File: config.mk
export PLATFORM = sky130hd
export DESIGN_NAME = vend_controller
export DESIGN_NICKNAME = d
export VERILOG_FILES = /design/src/rtl/vend_pkg.sv /design/src/rtl/vend_controller_edge_rise.sv /design/src/rtl/vend_controller.sv
export SDC_FILE = /design/constraint.sdc
export NUM_CORES = 1
export LEC_CHECK = 0
export CELL_PAD_IN_SITES_DETAIL_PLACEMENT = 1
export CELL_PAD_IN_SITES_GLOBAL_PLACEMENT = 1
export CORE_MARGIN = 10
export CORE_UTILIZATION = 35
export DETAILED_ROUTE_END_ITERATION = 16
export PLACE_DENSITY_LB_ADDON = 0.08
export SLEW_MARGIN = 20
export SYNTH_ARGS = -nofsm -noshare
export SYNTH_HDL_FRONTEND = slang
export SYNTH_SLANG_ARGS = --single-unit
File: constraint.sdc
create_clock -name clk -period 2.95 [get_ports clk]
set_clock_uncertainty 0.15 [all_clocks]
set_input_delay 0.295 -clock clk [delete_from_list [all_inputs] [get_ports clk]]
set_output_delay 0.295 -clock clk [all_outputs]
set_load 0.005 [all_outputs]
File: src/rtl/vend_pkg.sv
// Shared types and constants for the vending purchase sequencer.
package vend_pkg;

    localparam int MONEY_W = 8;
    localparam int ITEM_W  = 2;

    // Default item prices in half-units (1-coin = 2, 10-coin = 20).
    localparam logic [MONEY_W-1:0] PRICE0_DEF = 8'd5;
    localparam logic [MONEY_W-1:0] PRICE1_DEF = 8'd6;
    localparam logic [MONEY_W-1:0] PRICE2_DEF = 8'd10;
    localparam logic [MONEY_W-1:0] PRICE3_DEF = 8'd30;

    typedef enum logic [2:0] {
        S_IDLE     = 3'd0,
        S_ARM      = 3'd1,
        S_EVAL     = 3'd2,
        S_DISPENSE = 3'd3,
        S_CHANGE   = 3'd4,
        S_CLEAR    = 3'd5
    } state_t;

endpackage

File: src/rtl/vend_controller_edge_rise.sv
// Registered rising-edge detector; the previous value updates every cycle.
module edge_rise (
    input  logic clk,
    input  logic rst,
    input  logic sig_i,
    output logic rise_o
);

    logic prev_q;

    // Remember last cycle's level so a held button produces a single edge.
    always_ff @(posedge clk) begin
        if (rst) prev_q <= 1'b0;
        else     prev_q <= sig_i;
    end

    assign rise_o = sig_i & ~prev_q;

endmodule

File: src/rtl/vend_controller.sv
// Purchase sequencer: select/cancel handling, credit evaluation, dispense,
// change return and accumulator clear.
//
// state    | meaning
// IDLE     | waiting for a select or cancel edge; accumulator unlocked
// ARM      | accumulator locked, one cycle for a last coin to settle
// EVAL     | credit frozen; decide dispense, refund, reject or abort
// DISPENSE | dispense strobe held for DISP_CYCLES cycles
// CHANGE   | change_amt presented for CHG_CYCLES cycles
// CLEAR    | one-cycle clear pulse to the accumulator
module vend_controller
    import vend_pkg::*;
#(
    parameter logic [MONEY_W-1:0] PRICE0      = PRICE0_DEF,
    parameter logic [MONEY_W-1:0] PRICE1      = PRICE1_DEF,
    parameter logic [MONEY_W-1:0] PRICE2      = PRICE2_DEF,
    parameter logic [MONEY_W-1:0] PRICE3      = PRICE3_DEF,
    parameter int                 DISP_CYCLES = 4,
    parameter int                 CHG_CYCLES  = 4
) (
    input  logic               clk,
    input  logic               rst,
    input  logic [MONEY_W-1:0] moneyv,
    input  logic               sel_valid,
    input  logic [ITEM_W-1:0]  sel_item,
    input  logic               cancel,
    output logic               lock,
    output logic               macc_rst,
    output logic               dispense,
    output logic [ITEM_W-1:0]  dispense_item,
    output logic               change_valid,
    output logic [MONEY_W-1:0] change_amt,
    output logic               insufficient
);

    localparam int CNT_MAX = (DISP_CYCLES > CHG_CYCLES) ? DISP_CYCLES : CHG_CYCLES;
    localparam int CNT_W   = $clog2(CNT_MAX + 1);
    localparam logic [CNT_W-1:0] DISP_LOAD = CNT_W'(DISP_CYCLES - 1);
    localparam logic [CNT_W-1:0] CHG_LOAD  = CNT_W'(CHG_CYCLES - 1);

    state_t             state_q, state_d;
    logic [ITEM_W-1:0]  item_q, item_d;
    logic [MONEY_W-1:0] price_q, price_d;
    logic [MONEY_W-1:0] change_q, change_d;
    logic [CNT_W-1:0]   cnt_q, cnt_d;
    logic               refund_q, refund_d;
    logic               insuff_q, insuff_d;
    logic               sel_rise, cancel_rise;
    logic [MONEY_W-1:0] sel_price;

    edge_rise u_sel_edge (
        .clk    (clk),
        .rst    (rst),
        .sig_i  (sel_valid),
        .rise_o (sel_rise)
    );

    edge_rise u_cancel_edge (
        .clk    (clk),
        .rst    (rst),
        .sig_i  (cancel),
        .rise_o (cancel_rise)
    );

    // Price of the item currently presented on sel_item.
    always_comb begin
        sel_price = PRICE0;
        case (sel_item)
            2'd0: sel_price = PRICE0;
            2'd1: sel_price = PRICE1;
            2'd2: sel_price = PRICE2;
            2'd3: sel_price = PRICE3;
            default: sel_price = PRICE0;
        endcase
    end

    // State and transaction data registers; reset aborts any transaction.
    always_ff @(posedge clk) begin
        if (rst) begin
            state_q  <= S_IDLE;
            item_q   <= '0;
            price_q  <= '0;
            change_q <= '0;
            cnt_q    <= '0;
            refund_q <= 1'b0;
            insuff_q <= 1'b0;
        end else begin
            state_q  <= state_d;
            item_q   <= item_d;
            price_q  <= price_d;
            change_q <= change_d;
            cnt_q    <= cnt_d;
            refund_q <= refund_d;
            insuff_q <= insuff_d;
        end
    end

    // Next-state logic; edges are only honoured in IDLE and otherwise dropped.
    always_comb begin
        state_d  = state_q;
        item_d   = item_q;
        price_d  = price_q;
        change_d = change_q;
        cnt_d    = cnt_q;
        refund_d = refund_q;
        insuff_d = 1'b0;
        case (state_q)
            S_IDLE: begin
                if (cancel_rise) begin
                    refund_d = 1'b1;
                    state_d  = S_ARM;
                end else if (sel_rise) begin
                    item_d   = sel_item;
                    price_d  = sel_price;
                    refund_d = 1'b0;
                    state_d  = S_ARM;
                end
            end
            S_ARM: state_d = S_EVAL;
            S_EVAL: begin
                if (refund_q) begin
                    if (moneyv != '0) begin
                        change_d = moneyv;
                        cnt_d    = CHG_LOAD;
                        state_d  = S_CHANGE;
                    end else begin
                        state_d = S_IDLE;
                    end
                end else if (moneyv >= price_q) begin
                    change_d = moneyv - price_q;
                    cnt_d    = DISP_LOAD;
                    state_d  = S_DISPENSE;
                end else begin
                    insuff_d = 1'b1;
                    state_d  = S_IDLE;
                end
            end
            S_DISPENSE: begin
                if (cnt_q == '0) begin
                    if (change_q != '0) begin
                        cnt_d   = CHG_LOAD;
                        state_d = S_CHANGE;
                    end else begin
                        state_d = S_CLEAR;
                    end
                end else begin
                    cnt_d = cnt_q - CNT_W'(1);
                end
            end
            S_CHANGE: begin
                if (cnt_q == '0) state_d = S_CLEAR;
                else             cnt_d   = cnt_q - CNT_W'(1);
            end
            S_CLEAR: state_d = S_IDLE;
            default: state_d = S_IDLE;
        endcase
    end

    assign lock          = (state_q != S_IDLE);
    assign macc_rst      = (state_q == S_CLEAR);
    assign dispense      = (state_q == S_DISPENSE);
    assign dispense_item = dispense ? item_q : '0;
    assign change_valid  = (state_q == S_CHANGE);
    assign change_amt    = change_valid ? change_q : '0;
    assign insufficient  = insuff_q;

endmodule

==> results.sh, run 1 <==
export IMPL_outcome="completed"
export IMPL_ios=29
export IMPL_cts_setup_buffers=0
export IMPL_io_buffers=28
export IMPL_viasPerCell=5.32
export IMPL_multi_input_area_um2=948
export IMPL_initial_core_util_pct=36.9
export IMPL_cts_buffers=3
export IMPL_cp_max_fo=5
export IMPL_critical_path_top_delay_family="buffers and inverters"
export IMPL_post_place_ws_ns=0.136
export IMPL_start_kind="primary input"
export IMPL_final_setup_tns_ns=0
export IMPL_worst_pin_slew_ns=0.507
export IMPL_met3_length_um=199
export IMPL_maxSlewViolCount=0
export IMPL_drc_errors=0
export IMPL_setup_viol=0
export IMPL_nFillCells=505
export IMPL_timing_final_ws_setup_ns=0.431
export IMPL_crit_start="moneyv[0]"
export IMPL_antenna_found_initial=0
export IMPL_yosysUniqueCellTypes=44
export IMPL_layout_drive_gt1_share_pct=12.4
export IMPL_arrival_ns=2.56
export IMPL_crit_path_end_kind="flip-flop"
export IMPL_grt_total_usage_pct=11.0
export IMPL_grt_pass1_wl_um=6730
export IMPL_root_buffer="clkbuf_8"
export IMPL_syn_nets=201
export IMPL_final_cell_mix="clkdlybuf4s50_1, dfxtp_1, nor2_1"
export IMPL_synth_edf_count=0
export IMPL_cts_sinks=25
export IMPL_final_common_cell="clkdlybuf4s50_1"
export IMPL_max_stage_delay_ns=0.51
export IMPL_insertion_delay_ns=0.28
export IMPL_wire_per_inst_um=15.8
export IMPL_fin_area_um2=1930
export IMPL_cts_tree="done"
export IMPL_gp_congestion=0.850
export IMPL_ctsLongestPathBuffers=2
export IMPL_holdCritPathClass="flip-flop to flip-flop"
export IMPL_cap_violations=0
export IMPL_leakage_uw=0.000690
export IMPL_fp_dieH_um=85.9
export IMPL_grt_pass1_vias=1414
export IMPL_vias=1383
export IMPL_dr_wl_met2_um=2060
export IMPL_synthFlopType="dfxtp_1"
export IMPL_post_route_period_util_pct=85.4
export IMPL_nNetsFinal=233
export IMPL_area_delta_synth_final_pct=27.1
export IMPL_fp_dieArea_um2=7380
export IMPL_cts_reportedPaths_clkPinSlew_ns=0.10
export IMPL_ys_seq_area_share_pct=32.9
export IMPL_placed_area_um2=1880
export IMPL_hold_buffers=0
export IMPL_utilization_pct=46.9
export IMPL_overflow=0
export IMPL_holdWs_ns=0.313
export IMPL_cts_resized=0
export IMPL_ys_warn_count=0
export IMPL_ant_nets=0
export IMPL_dp_hpwl_um=3350
export IMPL_register_area_um2=500
export IMPL_core_um2=4120
export IMPL_mappedNetlistArea_um2=1520
export IMPL_first_pass_iters=4
export IMPL_finalWirelength_um=4120
export IMPL_antenna_cells=0
export IMPL_synth_seq_cells=25
export IMPL_timing_fmax_mhz=397
export IMPL_wl_met1_um=1810
export IMPL_critPathKind="primary input to flip-flop"
export IMPL_vdd_drop_max_mv=0.204
export IMPL_hold_viol=0
export IMPL_hp_start="price_q[4]$_SDFFE_PP0P_"
export IMPL_rr_startpoint="price_q[0]$_SDFFE_PP0P_"
export IMPL_worst_ep_required_time_ns=2.99
export IMPL_cts_htree_levels=1
export IMPL_grt_max_degree=26
export IMPL_drt_first_iter_violations=50
export IMPL_rows=23
export IMPL_top_layer_used="met4"
export IMPL_async_flop_share_pct=0
export IMPL_crit_chain="clkdlybuf4s50_1, inv_1, ha_1, fa_1, and2b_2, o31ai_4, a31oi_1, buf_4, nor3_1, a2111oi_2"
export IMPL_relSlewSlack_pct=65.9
export IMPL_syn_avg_cell_area_um2=8.49
export IMPL_cpMaxStageDelayCell="clkdlybuf4s50_1"
export IMPL_p_per_area_nw_per_um2=558
export IMPL_period_needed_ns=2.52
export IMPL_die_w_um=85.9
export IMPL_cp_num_buf_inv=3
export IMPL_rsz0062_at_grt="false"
export IMPL_postSynthCellCount=179
-- layer usage --
layer,up-vias,global-route usage (%)
met5,-,0
met4,0,4.04
met3,5,3.03
met2,26,19.1
met1,654,12.5
li1,698,-
-- tightest hold or removal path: stages (launching register included) --
cell and delay, ns:
dfxtp_1 0.32, nand2_1 0.05, a21oi_1 0.05
-- sequential cells by signal (all words and copies together) (netlist names) --
name / flops
change_q: 8
price_q: 5
cnt_q: 3
state_q: 3
item_q: 2
insufficient: 1
refund_q: 1
u_cancel_edge.prev_q: 1
u_sel_edge.prev_q: 1
-- per-stage QoR --
stage,cells,power [µW]
2_1_floorplan,179,729
3_3_place_gp,256,855
3_5_place_dp,256,874
4_1_cts,260,1090
5_1_grt,260,1160
6_report,260,1080
-- cell type report --
cell class,instances,area share [%]
multi-input combinational,137,49.1
sequential,25,25.9
timing repair buffer,33,17.1
tap,50,3.24
clock buffer,3,2.14
inverter,11,2.14
clock inverter,1,0.389
-- cells in the mapped netlist (all sizes together) (2+ instances only) --
cell | n | share of area [%]
a211oi | 7 | 5.1
a31oi | 5 | 2.9
ha | 7 | 5.8
nor4 | 2 | 0.82
clkbuf | 5 | 1.2
a22oi | 2 | 0.99
nor2 | 18 | 4.4
and2 | 12 | 4.9
dfxtp | 25 | 33
nor3b | 3 | 1.8
nand3b | 3 | 1.5
xor2 | 3 | 1.7
a21oi | 9 | 3.0
nand3 | 4 | 1.3
nand2 | 15 | 3.7
o21ai | 8 | 2.6
o31ai | 2 | 1.9
o21a | 4 | 2.0
nor2b | 6 | 2.5
inv | 11 | 2.7
nor3 | 9 | 3.0
-- kinds of logic after synthesis --
| group | share of synthesized area, % |
|---|---|
| xor+xnor | 2.30 |
| simple gates | 27.9 |
| buf+inv | 4.69 |
| flops | 32.9 |
| fa+ha+maj | 7.08 |
| compound gates | 24.4 |
| mux | 0.658 |
-- power breakdown --
part / switching [µW] / internal (µW)
combinational: 233 / 188
sequential: 52.2 / 390
clock: 119 / 96.0
total: 404 / 674
-- worst paths after layout --
check | slack (ns) | depth (start not counted) | endpoint
max | 0.43 | 10 | cnt_q[0]$_SDFFE_PP0P_
min | 0.31 | 2 | price_q[4]$_SDFFE_PP0P_
max reg2reg | 0.70 | 8 | cnt_q[0]$_SDFFE_PP0P_
min reg2reg | 0.31 | 2 | price_q[4]$_SDFFE_PP0P_
(Power assumes the default switching activity.)
==> inputs of run 2 (changes only) <==
Settings changed: CORE_UTILIZATION 35 to 25.
==> results.sh, run 2 (synthesized netlist as in run 1, its figures left out) <==
export IMPL_outcome="completed"
export IMPL_start_kind="primary input"
export IMPL_area_delta_synth_final_pct=29.1
export IMPL_wire_per_inst_um=14.8
export IMPL_cp_max_fo=5
export IMPL_cts_tree="done"
export IMPL_rr_startpoint="price_q[0]$_SDFFE_PP0P_"
export IMPL_utilization_pct=33.2
export IMPL_die_w_um=98.0
export IMPL_hold_depth=2
export IMPL_cts_buffers=3
export IMPL_largest_reg_flops=8
export IMPL_ctsLongestPathBuffers=2
export IMPL_leakage_uw=0.000690
export IMPL_overflow=0
export IMPL_antenna_found_initial=0
export IMPL_nNetsFinal=233
export IMPL_cts_resized=0
export IMPL_layout_drive_gt1_share_pct=12.4
export IMPL_post_route_period_util_pct=85.3
export IMPL_grt_pass1_vias=1461
export IMPL_rows=28
export IMPL_ios=29
export IMPL_final_cell_mix="clkdlybuf4s50_1, dfxtp_1, nor2_1"
export IMPL_min_to="item_q[0]$_SDFFE_PP0P_"
export IMPL_core_um2=5920
export IMPL_fp_dieH_um=98.0
export IMPL_p_per_area_nw_per_um2=546
export IMPL_cts_htree_levels=1
export IMPL_antenna_cells=0
export IMPL_final_setup_tns_ns=0
export IMPL_arrival_ns=2.54
export IMPL_maxSlewViolCount=0
export IMPL_use_met1_pct=10.7
export IMPL_grt_total_usage_pct=8.99
export IMPL_viasPerCell=4.73
export IMPL_ant_nets=0
export IMPL_ff2ff_path_depth=8
export IMPL_cts_sinks=25
export IMPL_gp_congestion=0.794
export IMPL_first_pass_iters=4
export IMPL_final_common_cell="clkdlybuf4s50_1"
export IMPL_grt_max_degree=16
export IMPL_cap_violations=0
export IMPL_holdCritPathClass="flip-flop to flip-flop"
export IMPL_period_needed_ns=2.52
export IMPL_grt_pass1_wl_um=7330
export IMPL_drc_errors=0
export IMPL_root_buffer="clkbuf_8"
export IMPL_dp_hpwl_um=3490
export IMPL_worst_ep_required_time_ns=2.98
export IMPL_finalWirelength_um=4210
export IMPL_hold_buffers=0
export IMPL_grtUsageMet2_pct=15.5
export IMPL_regMostFlops="change_q"
export IMPL_hp_start="item_q[0]$_SDFFE_PP0P_"
export IMPL_drt_first_iter_violations=60
export IMPL_rsz0062_at_grt="false"
export IMPL_r2r_end="cnt_q[0]$_SDFFE_PP0P_"
export IMPL_hold_viol=0
export IMPL_worst_pin_slew_ns=0.655
export IMPL_setup_viol=0
export IMPL_met3_usage_pct=2.68
export IMPL_rrSetupSlack_ns=0.72
export IMPL_cts_reportedPaths_clkPinSlew_ns=0.10
export IMPL_io_buffers=28
export IMPL_crit_path_end_kind="flip-flop"
export IMPL_vdd_drop_max_mv=0.195
export IMPL_cts_setup_buffers=0
export IMPL_initial_core_util_pct=25.7
export IMPL_insertion_delay_ns=0.27
export IMPL_relSlewSlack_pct=56.2
export IMPL_busiest_layer="met2"
export IMPL_fp_dieArea_um2=9600
export IMPL_timing_fmax_mhz=397
export IMPL_vias=1348
export IMPL_top_regs="change_q x8, price_q x5"
export IMPL_critPathKind="primary input to flip-flop"
-- run 2: cell counts in the layout (fill, tap and decap cells not counted) --
Identical to the previous run, type by type.
-- run 2: worst max path at each step --
stage,startpoint,cells after the start,endpoint,slack (ns)
finish,moneyv[0],10,cnt_q[0]$_SDFFE_PP0P_,0.43
detailed placement,moneyv[0],10,cnt_q[0]$_SDFFE_PP0P_,0.11
global route,moneyv[0],10,cnt_q[0]$_SDFFE_PP0P_,0.27
global placement,moneyv[0],10,cnt_q[0]$_SDFFE_PP0P_,0.18
floorplan,moneyv[0],8,cnt_q[0]$_SDFFE_PP0P_,0.77
CTS,moneyv[0],10,cnt_q[0]$_SDFFE_PP0P_,0.41
-- run 2: layout make-up --
type,count,area (µm²)
Tap cell,75,93.8
Multi-Input combinational cell,137,948
Clock buffer,3,41.3
Sequential cell,25,500
Inverter,11,41.3
Clock inverter,1,7.51
Timing Repair Buffer,33,330
Fill cell,710,3960
-- run 2: per-layer routing --
metal  wire length, µm  share of wire, %
met1              1990                47
met2              2040                48
met3               142               3.4
met4                40              0.95
met5                 0                 0
-- run 2: worst max-delay path, cell delays in order --
cell             delay (ns)
clkdlybuf4s50_1        0.51
inv_1                  0.06
ha_1                   0.21
fa_1                   0.40
and2b_2                0.27
o31ai_4                0.08
a31oi_1                0.18
buf_4                  0.15
nor3_1                 0.06
a2111oi_2              0.33
-- run 2: stage by stage --
stage          cell area, µm²  power, µW  setup WS, ns  hold slack [ns]  std cells
2_1_floorplan            1520        729         0.766            0.213        179
3_3_place_gp             1910        866         0.180            0.292        281
3_5_place_dp             1910        880         0.112            0.295        281
4_1_cts                  1960       1090         0.413            0.309        285
5_1_grt                  1960       1180         0.272            0.341        285
6_report                 1960       1070         0.434            0.307        285
-- run 2: power breakdown --
part           internal, µW  switching [µW]  total [µW]  leakage (µW)
Clock                  95.7             113         209     0.0000217
Combinational           189             233         422      0.000464
Sequential              390            52.0         442      0.000204
Total                   674             398        1070      0.000690
